**config.mk**
```make
export PLATFORM = sky130hd
export DESIGN_NAME = audio_i2s_tx_flat
export DESIGN_NICKNAME = d
export VERILOG_FILES = /design/src/rtl/audio_i2s_tx_if.sv /design/src/rtl/audio_i2s_tx.sv /design/src/flat_wrapper.sv
export SDC_FILE = /design/constraint.sdc
export NUM_CORES = 1
export LEC_CHECK = 0
export BUFFER_PORTS_ARGS = -buffer_cell sky130_fd_sc_hd__buf_4
export CORE_MARGIN = 4
export CORE_UTILIZATION = 58
export DETAILED_ROUTE_END_ITERATION = 10
export GPL_ROUTABILITY_DRIVEN = 0
export PLACE_DENSITY = 0.8
export RECOVER_POWER = 50
export SLEW_MARGIN = 10
export SYNTH_ARGS = -nofsm -noshare
export SYNTH_HDL_FRONTEND = slang
export SYNTH_SLANG_ARGS = --single-unit
```
**constraint.sdc**
```tcl
create_clock -name CLOCK_50 -period 4.95 [get_ports CLOCK_50]
set_input_delay 0.495 -clock CLOCK_50 [delete_from_list [all_inputs] [get_ports CLOCK_50]]
set_output_delay 0.495 -clock CLOCK_50 [all_outputs]
set_load 0.01 [all_outputs]
```
**src/rtl/audio_i2s_tx_if.sv**
```systemverilog
// Sample handshake between the effects chain and the I2S transmitter.
// The upstream block drives the run request and samples; the transmitter returns the capture pulse.
interface audio_i2s_tx_if;
  logic               enable;
  logic signed [31:0] in_L;
  logic signed [31:0] in_R;
  logic               sample_req;

  modport master (output enable, output in_L, output in_R, input sample_req);
  modport slave  (input enable, input in_L, input in_R, output sample_req);
endinterface

```
**src/rtl/audio_i2s_tx.sv**
```systemverilog
// I2S stereo transmitter: 64-slot frames, 24 data bits + 8 zero bits per word, one-BCLK data delay.
// Define I2S_TX_ROUND_EN to round and saturate captured samples to 24 bits instead of truncating.
//
// state | meaning
// IDLE  | all outputs, divider and frame position held at 0
// RUN   | BCLK running; frames serialized until enable drops at a frame end
module audio_i2s_tx #(
  parameter int BCLK_HALF_DIV = 8
) (
  input  logic           CLOCK_50,
  input  logic           reset_n,
  audio_i2s_tx_if.slave  smp,
  output logic           AUD_BCLK,
  output logic           AUD_DACLRCK,
  output logic           AUD_DACDAT
);

  localparam logic [7:0] DIV_TC = 8'(BCLK_HALF_DIV - 1);

  typedef enum logic {IDLE, RUN} state_t;

  state_t      state, state_nxt;
  logic [7:0]  div, div_nxt;
  logic [5:0]  p, p_nxt;
  logic        first, first_nxt;
  logic [31:0] sh_l, sh_l_nxt;
  logic [31:0] sh_r, sh_r_nxt;
  logic        bclk_nxt, lrck_nxt, dat_nxt;
  logic        tc, fall, wrap, cap;
  logic [4:0]  bit_idx;

  function automatic logic [31:0] fmt_word(input logic [31:0] s);
`ifdef I2S_TX_ROUND_EN
    logic [32:0] sum;
    logic [31:0] sat;
    sum = {s[31], s} + 33'h0_0000_0080;
    // Only positive overflow is reachable when adding a positive constant.
    if (sum[32] != sum[31])
      sat = sum[32] ? 32'h8000_0000 : 32'h7FFF_FF00;
    else
      sat = sum[31:0];
    return sat & 32'hFFFF_FF00;
`else
    return s & 32'hFFFF_FF00;
`endif
  endfunction

  always_ff @(posedge CLOCK_50 or negedge reset_n) begin
    if (!reset_n) begin
      state       <= IDLE;
      div         <= 8'd0;
      p           <= 6'd0;
      first       <= 1'b1;
      sh_l        <= 32'd0;
      sh_r        <= 32'd0;
      AUD_BCLK    <= 1'b0;
      AUD_DACLRCK <= 1'b0;
      AUD_DACDAT  <= 1'b0;
    end else begin
      state       <= state_nxt;
      div         <= div_nxt;
      p           <= p_nxt;
      first       <= first_nxt;
      sh_l        <= sh_l_nxt;
      sh_r        <= sh_r_nxt;
      AUD_BCLK    <= bclk_nxt;
      AUD_DACLRCK <= lrck_nxt;
      AUD_DACDAT  <= dat_nxt;
    end
  end

  always_comb begin
    state_nxt = state;
    div_nxt   = div;
    p_nxt     = p;
    first_nxt = first;
    sh_l_nxt  = sh_l;
    sh_r_nxt  = sh_r;
    bclk_nxt  = AUD_BCLK;
    lrck_nxt  = AUD_DACLRCK;
    dat_nxt   = AUD_DACDAT;
    cap       = 1'b0;
    bit_idx   = 5'd0;
    tc        = (div == DIV_TC);
    fall      = tc && AUD_BCLK;
    // Frame boundary: the first falling edge after start, or the one after slot 63.
    wrap      = fall && (first || (p == 6'd63));

    case (state)
      IDLE: begin
        div_nxt   = 8'd0;
        p_nxt     = 6'd0;
        first_nxt = 1'b1;
        bclk_nxt  = 1'b0;
        lrck_nxt  = 1'b0;
        dat_nxt   = 1'b0;
        if (smp.enable)
          state_nxt = RUN;
      end
      RUN: begin
        div_nxt = tc ? 8'd0 : div + 8'd1;
        if (tc)
          bclk_nxt = ~AUD_BCLK;
        if (wrap && !smp.enable) begin
          state_nxt = IDLE;
          div_nxt   = 8'd0;
          p_nxt     = 6'd0;
          bclk_nxt  = 1'b0;
          lrck_nxt  = 1'b0;
          dat_nxt   = 1'b0;
        end else if (fall) begin
          cap       = wrap;
          first_nxt = 1'b0;
          p_nxt     = first ? 6'd0 : p + 6'd1;
          if (wrap) begin
            sh_l_nxt = fmt_word(smp.in_L);
            sh_r_nxt = fmt_word(smp.in_R);
          end
          lrck_nxt = p_nxt[5];
          // Slot p carries word bit (32 - p) mod 32; slot 0 repeats the old right LSB.
          bit_idx  = 5'(~p_nxt[4:0] + 5'd1);
          if ((p_nxt != 6'd0) && (p_nxt <= 6'd32))
            dat_nxt = sh_l[bit_idx];
          else
            dat_nxt = sh_r[bit_idx];
        end
      end
      default: state_nxt = IDLE;
    endcase
  end

  assign smp.sample_req = cap;

endmodule

```
**src/flat_wrapper.sv**
```systemverilog
// flat-port wrapper written by rule: the top's interface ports become plain ports
module audio_i2s_tx_flat 
#(
  parameter int BCLK_HALF_DIV = 8
)
  (CLOCK_50, reset_n, AUD_BCLK, AUD_DACLRCK, AUD_DACDAT, smp_enable, smp_in_L, smp_in_R, smp_sample_req);
  audio_i2s_tx_if smp_i ();
  input  logic CLOCK_50;
  input  logic reset_n;
  output logic AUD_BCLK;
  output logic AUD_DACLRCK;
  output logic AUD_DACDAT;
  input wire logic [$bits(smp_i.enable)-1:0] smp_enable;
  input wire logic [$bits(smp_i.in_L)-1:0] smp_in_L;
  input wire logic [$bits(smp_i.in_R)-1:0] smp_in_R;
  output wire logic [$bits(smp_i.sample_req)-1:0] smp_sample_req;
  assign smp_i.enable = smp_enable;
  assign smp_i.in_L = smp_in_L;
  assign smp_i.in_R = smp_in_R;
  assign smp_sample_req = smp_i.sample_req;
  audio_i2s_tx #(.BCLK_HALF_DIV(BCLK_HALF_DIV)) u_core (.CLOCK_50(CLOCK_50), .reset_n(reset_n), .smp(smp_i), .AUD_BCLK(AUD_BCLK), .AUD_DACLRCK(AUD_DACLRCK), .AUD_DACDAT(AUD_DACDAT));
endmodule
```
==> results.json <==
{
  "antenna_cells": 0,
  "clkSlewWorstSetupHoldPaths_ns": 0.08,
  "failed_checks": "capacitance limit, slew limit",
  "critical_path.slowest_cell": "nor2_1",
  "min-delay-path-class": "in -> reg",
  "area_growth_pct": 16.68,
  "p_leak_nw": 1.892,
  "ios": 71,
  "layout_worst_path_cycle_share_pct": 88.46,
  "start_kind": "flop",
  "synth_compound_area_share_pct": 11.68,
  "number_of_buffer_cells_added_on_primary_ports": 54,
  "postRouteAntennaNets": 0,
  "final_core_area_utilization_pct": 70.72,
  "rsz0062_at_grt": "no",
  "crit_arrival_ns": 4.60,
  "groute.layer.met2.usage_pct": 34.66,
  "drc_errors": 0,
  "antenna_found_initial": 0,
  "final.min_clock_period_ns": 4.379,
  "achievable-frequency_mhz": 228.4,
  "grt_overflow_total": 0,
  "seq_area_um2": 1653,
  "detailedPlacementHpwl_um": 5289,
  "setup_ws_ns": 0.5712,
  "synthCells": 316,
  "synthesized_nets": 386,
  "synth_largest_area_cell": "dfrtp_1",
  "track_usage_pct": 21.49,
  "cts_buffer_depth": 2,
  "cp_max_fo": 23,
  "critical_path.n_buffers_inverters": 2,
  "synth-edff-count": 0,
  "relSlewSlack_pct": -127.6,
  "avgSynthCellArea_um2": 11.56,
  "cp-end-kind": "flop",
  "core_area_um2": 6026,
  "filler_instances": 460,
  "synthMostInstantiatedCell": "dfrtp_1",
  "grt.busiest_layer": "met2",
  "route.detailed.vias_per_inst": 6.002,
  "post_cts_buffers": 0,
  "placedInstanceArea_um2": 4054,
  "placement_rows": 28,
  "synth_top_family_by_area": "multiplexers",
  "htree_levels": 3,
  "totalWireLength_um": 7538,
  "drtIter0Drc": 283,
  "timing.critical_path.max_delay_family": "simple AND/OR/NAND/NOR gates",
  "ctsHoldBuffers": 0,
  "synth.lib_cells_used.distinct": 60,
  "final_net_count": 434,
  "yosys_warnings": 0,
  "dp_worst_setup_slack_ns": 0.7096,
  "setup.worst_path.class": "reg -> reg",
  "crit_chain": "nor2_1 > inv_1 > ha_1 > buf_4 > or3_1 > o221ai_1 > a21oi_1 > a2bb2oi_1 > a2111oi_0 > o31ai_1",
  "cts-root-buf": "clkbuf_8",
  "yosys.area_share.xor_xnor_pct": 4.180,
  "proportion_of_netlist_area_held_by_the_largest_area_contributor_pct": 44.54,
  "synthTopCellsByArea": "dfrtp_1 (45%), mux2_2 (13%), mux4_2 (3.1%)",
  "grt_use_met1_pct": 27.82,
  "grt_start_max_net_pins": 67,
  "synth.area.mux_share_pct": 21.69,
  "area_of_the_multi_input_gates_um2": 1853,
  "grt_use_met3_pct": 5.582,
  "die_y_um": 87.36,
  "post_synth_most_frequent_cells": "dfrtp_1 (65), mux2_2 (42), nor2_1 (17), nand2_1 (15), nand3_1 (12)",
  "initial_utilization_pct": 60.61,
  "cts_resized": 0,
  "cts_buffers": 9,
  "finalSetupViolations": 0,
  "total_vias_in_the_final_route": 2659,
  "worst_slew_pin_slew_ns": 3.414,
  "layout_cell_area_excl_fill_um2": 4262,
  "proportion_of_synthesized_chip_area_in_sequential_cells_pct": 45.26,
  "design.die.area_um2": 7631,
  "crit_path_max_incr_delay_ns": 0.88,
  "cts.sink_count": 66,
  "synth_simple_gate_area_share_pct": 12.16,
  "die_width_um": 87.36,
  "clk_latency_ns": 0.35,
  "first_pass_grt_wire_length_um": 12620,
  "drt_pre_antenna_iters": 4,
  "report.final.hold_viol_count": 0,
  "synth_top_flop_cell": "dfrtp_1",
  "async_flop_share_pct": 100.0,
  "result_of_the_run": "complete, but fails checks",
  "drv_slew": 67,
  "cp.required_ns": 5.17,
  "yosys.area_share.adder_pct": 1.028,
  "syn-cell-area_um2": 3652,
  "finalClockSkew_ns": 0.006935,
  "peakVddDrop_uv": 364.6,
  "setup_tns_ns": 0,
  "drt-wirelength-per-cell_um": 17.02,
  "cap_viol_max_count": 1,
  "cellPowerDensity_nw_per_um2": 549.0,
  "synth-seq-cells": 66,
  "grt_pass1_vias": 2636,
  "drive_gt1_share_pct": 35.33,
  "cts_tree": "done",
  "finalPower_mw": 2.340
}
[report_power, final]
| part | internal (mW) | total [mW] | leakage, nW | switching, mW |
|---|---|---|---|---|
| combinational | 0.480 | 0.899 | 0.955 | 0.419 |
| sequential | 0.763 | 0.945 | 0.839 | 0.182 |
| clock | 0.282 | 0.496 | 0.0979 | 0.214 |
| total | 1.53 | 2.34 | 1.89 | 0.815 |
[final timing paths]
| check | slack (ns) | cells past startpoint | startpoint | end |
|---|---|---|---|---|
| worst max-delay path | 0.57 | 10 | u_core.p[0]$_DFFE_PN0P_ | u_core.AUD_DACDAT$_DFFE_PN0P_ |
| worst min-delay path | 0.36 | 2 | smp_enable | u_core.state$_DFF_PN0_ |
| worst max register to register | 0.57 | 10 | u_core.p[0]$_DFFE_PN0P_ | u_core.AUD_DACDAT$_DFFE_PN0P_ |
| worst min register to register | 0.49 | 1 | u_core.sh_l[18]$_DFFE_PN0P_ | u_core.sh_l[18]$_DFFE_PN0P_ |
| max in group asynchronous | 1.74 | 1 | reset_n | u_core.sh_l[11]$_DFFE_PN0P_ |
| min in group asynchronous | 1.30 | 1 | reset_n | u_core.AUD_DACDAT$_DFFE_PN0P_ |
[layer usage]
metal	vias up	wire (um)
li1	1268	-
met1	1294	3204
met2	85	3660
met3	12	541
met4	0	131
met5	-	0
[through the flow]
step	hold slack [ns]	std cells
after floorplan	0.1994	316
after global placement	0.4695	428
after detailed placement	0.4731	428
after CTS	0.2657	443
after global routing	0.3588	443
final	0.3608	443
[cell usage in the layout (no fill, tap or decap), types with 5 or more instances in the layout]
master	instances
mux2_2	42
mux2i_1	9
clkbuf_8	9
nand3_1	12
nand2_1	15
a31oi_1	6
nor2_1	17
a21oi_1	9
o21ai_0	8
buf_4	56
mux4_2	5
nor3_1	8
dfrtp_1	65
xor2_1	11
nor2b_1	5
mux2_1	9
inv_1	5
[flip-flops by register name (all words and copies together) (netlist names)]
register,count
u_core.p,5
u_core.first,1
u_core.div,8
u_core.sh_l,24
u_core.AUD_DACLRCK,1
u_core.state,1
u_core.AUD_BCLK,1
u_core.AUD_DACDAT,1
u_core.sh_r,24
[cell type report]
class,count,share of cell area [%]
inverter,5,0.4404
tap,75,2.202
clock inverter,6,2.143
clock buffer,9,2.907
multi-input combinational,224,43.48
timing repair buffer,58,10.04
sequential,66,38.78
[kinds of logic (layout without fill, tap and decap cells)]
| group | count (synthesis) | in the layout |
|---|---|---|
| and+or+nand+nor | 81 | 81 |
| muxes | 66 | 66 |
| DFF | 66 | 66 |
| AOI/OAI and AO/OA | 59 | 59 |
| buffers and inverters | 26 | 78 |
| xor gates and xnor gates | 15 | 15 |
| adders and majority gates | 3 | 3 |
Power figures use the tool's default switching activity.
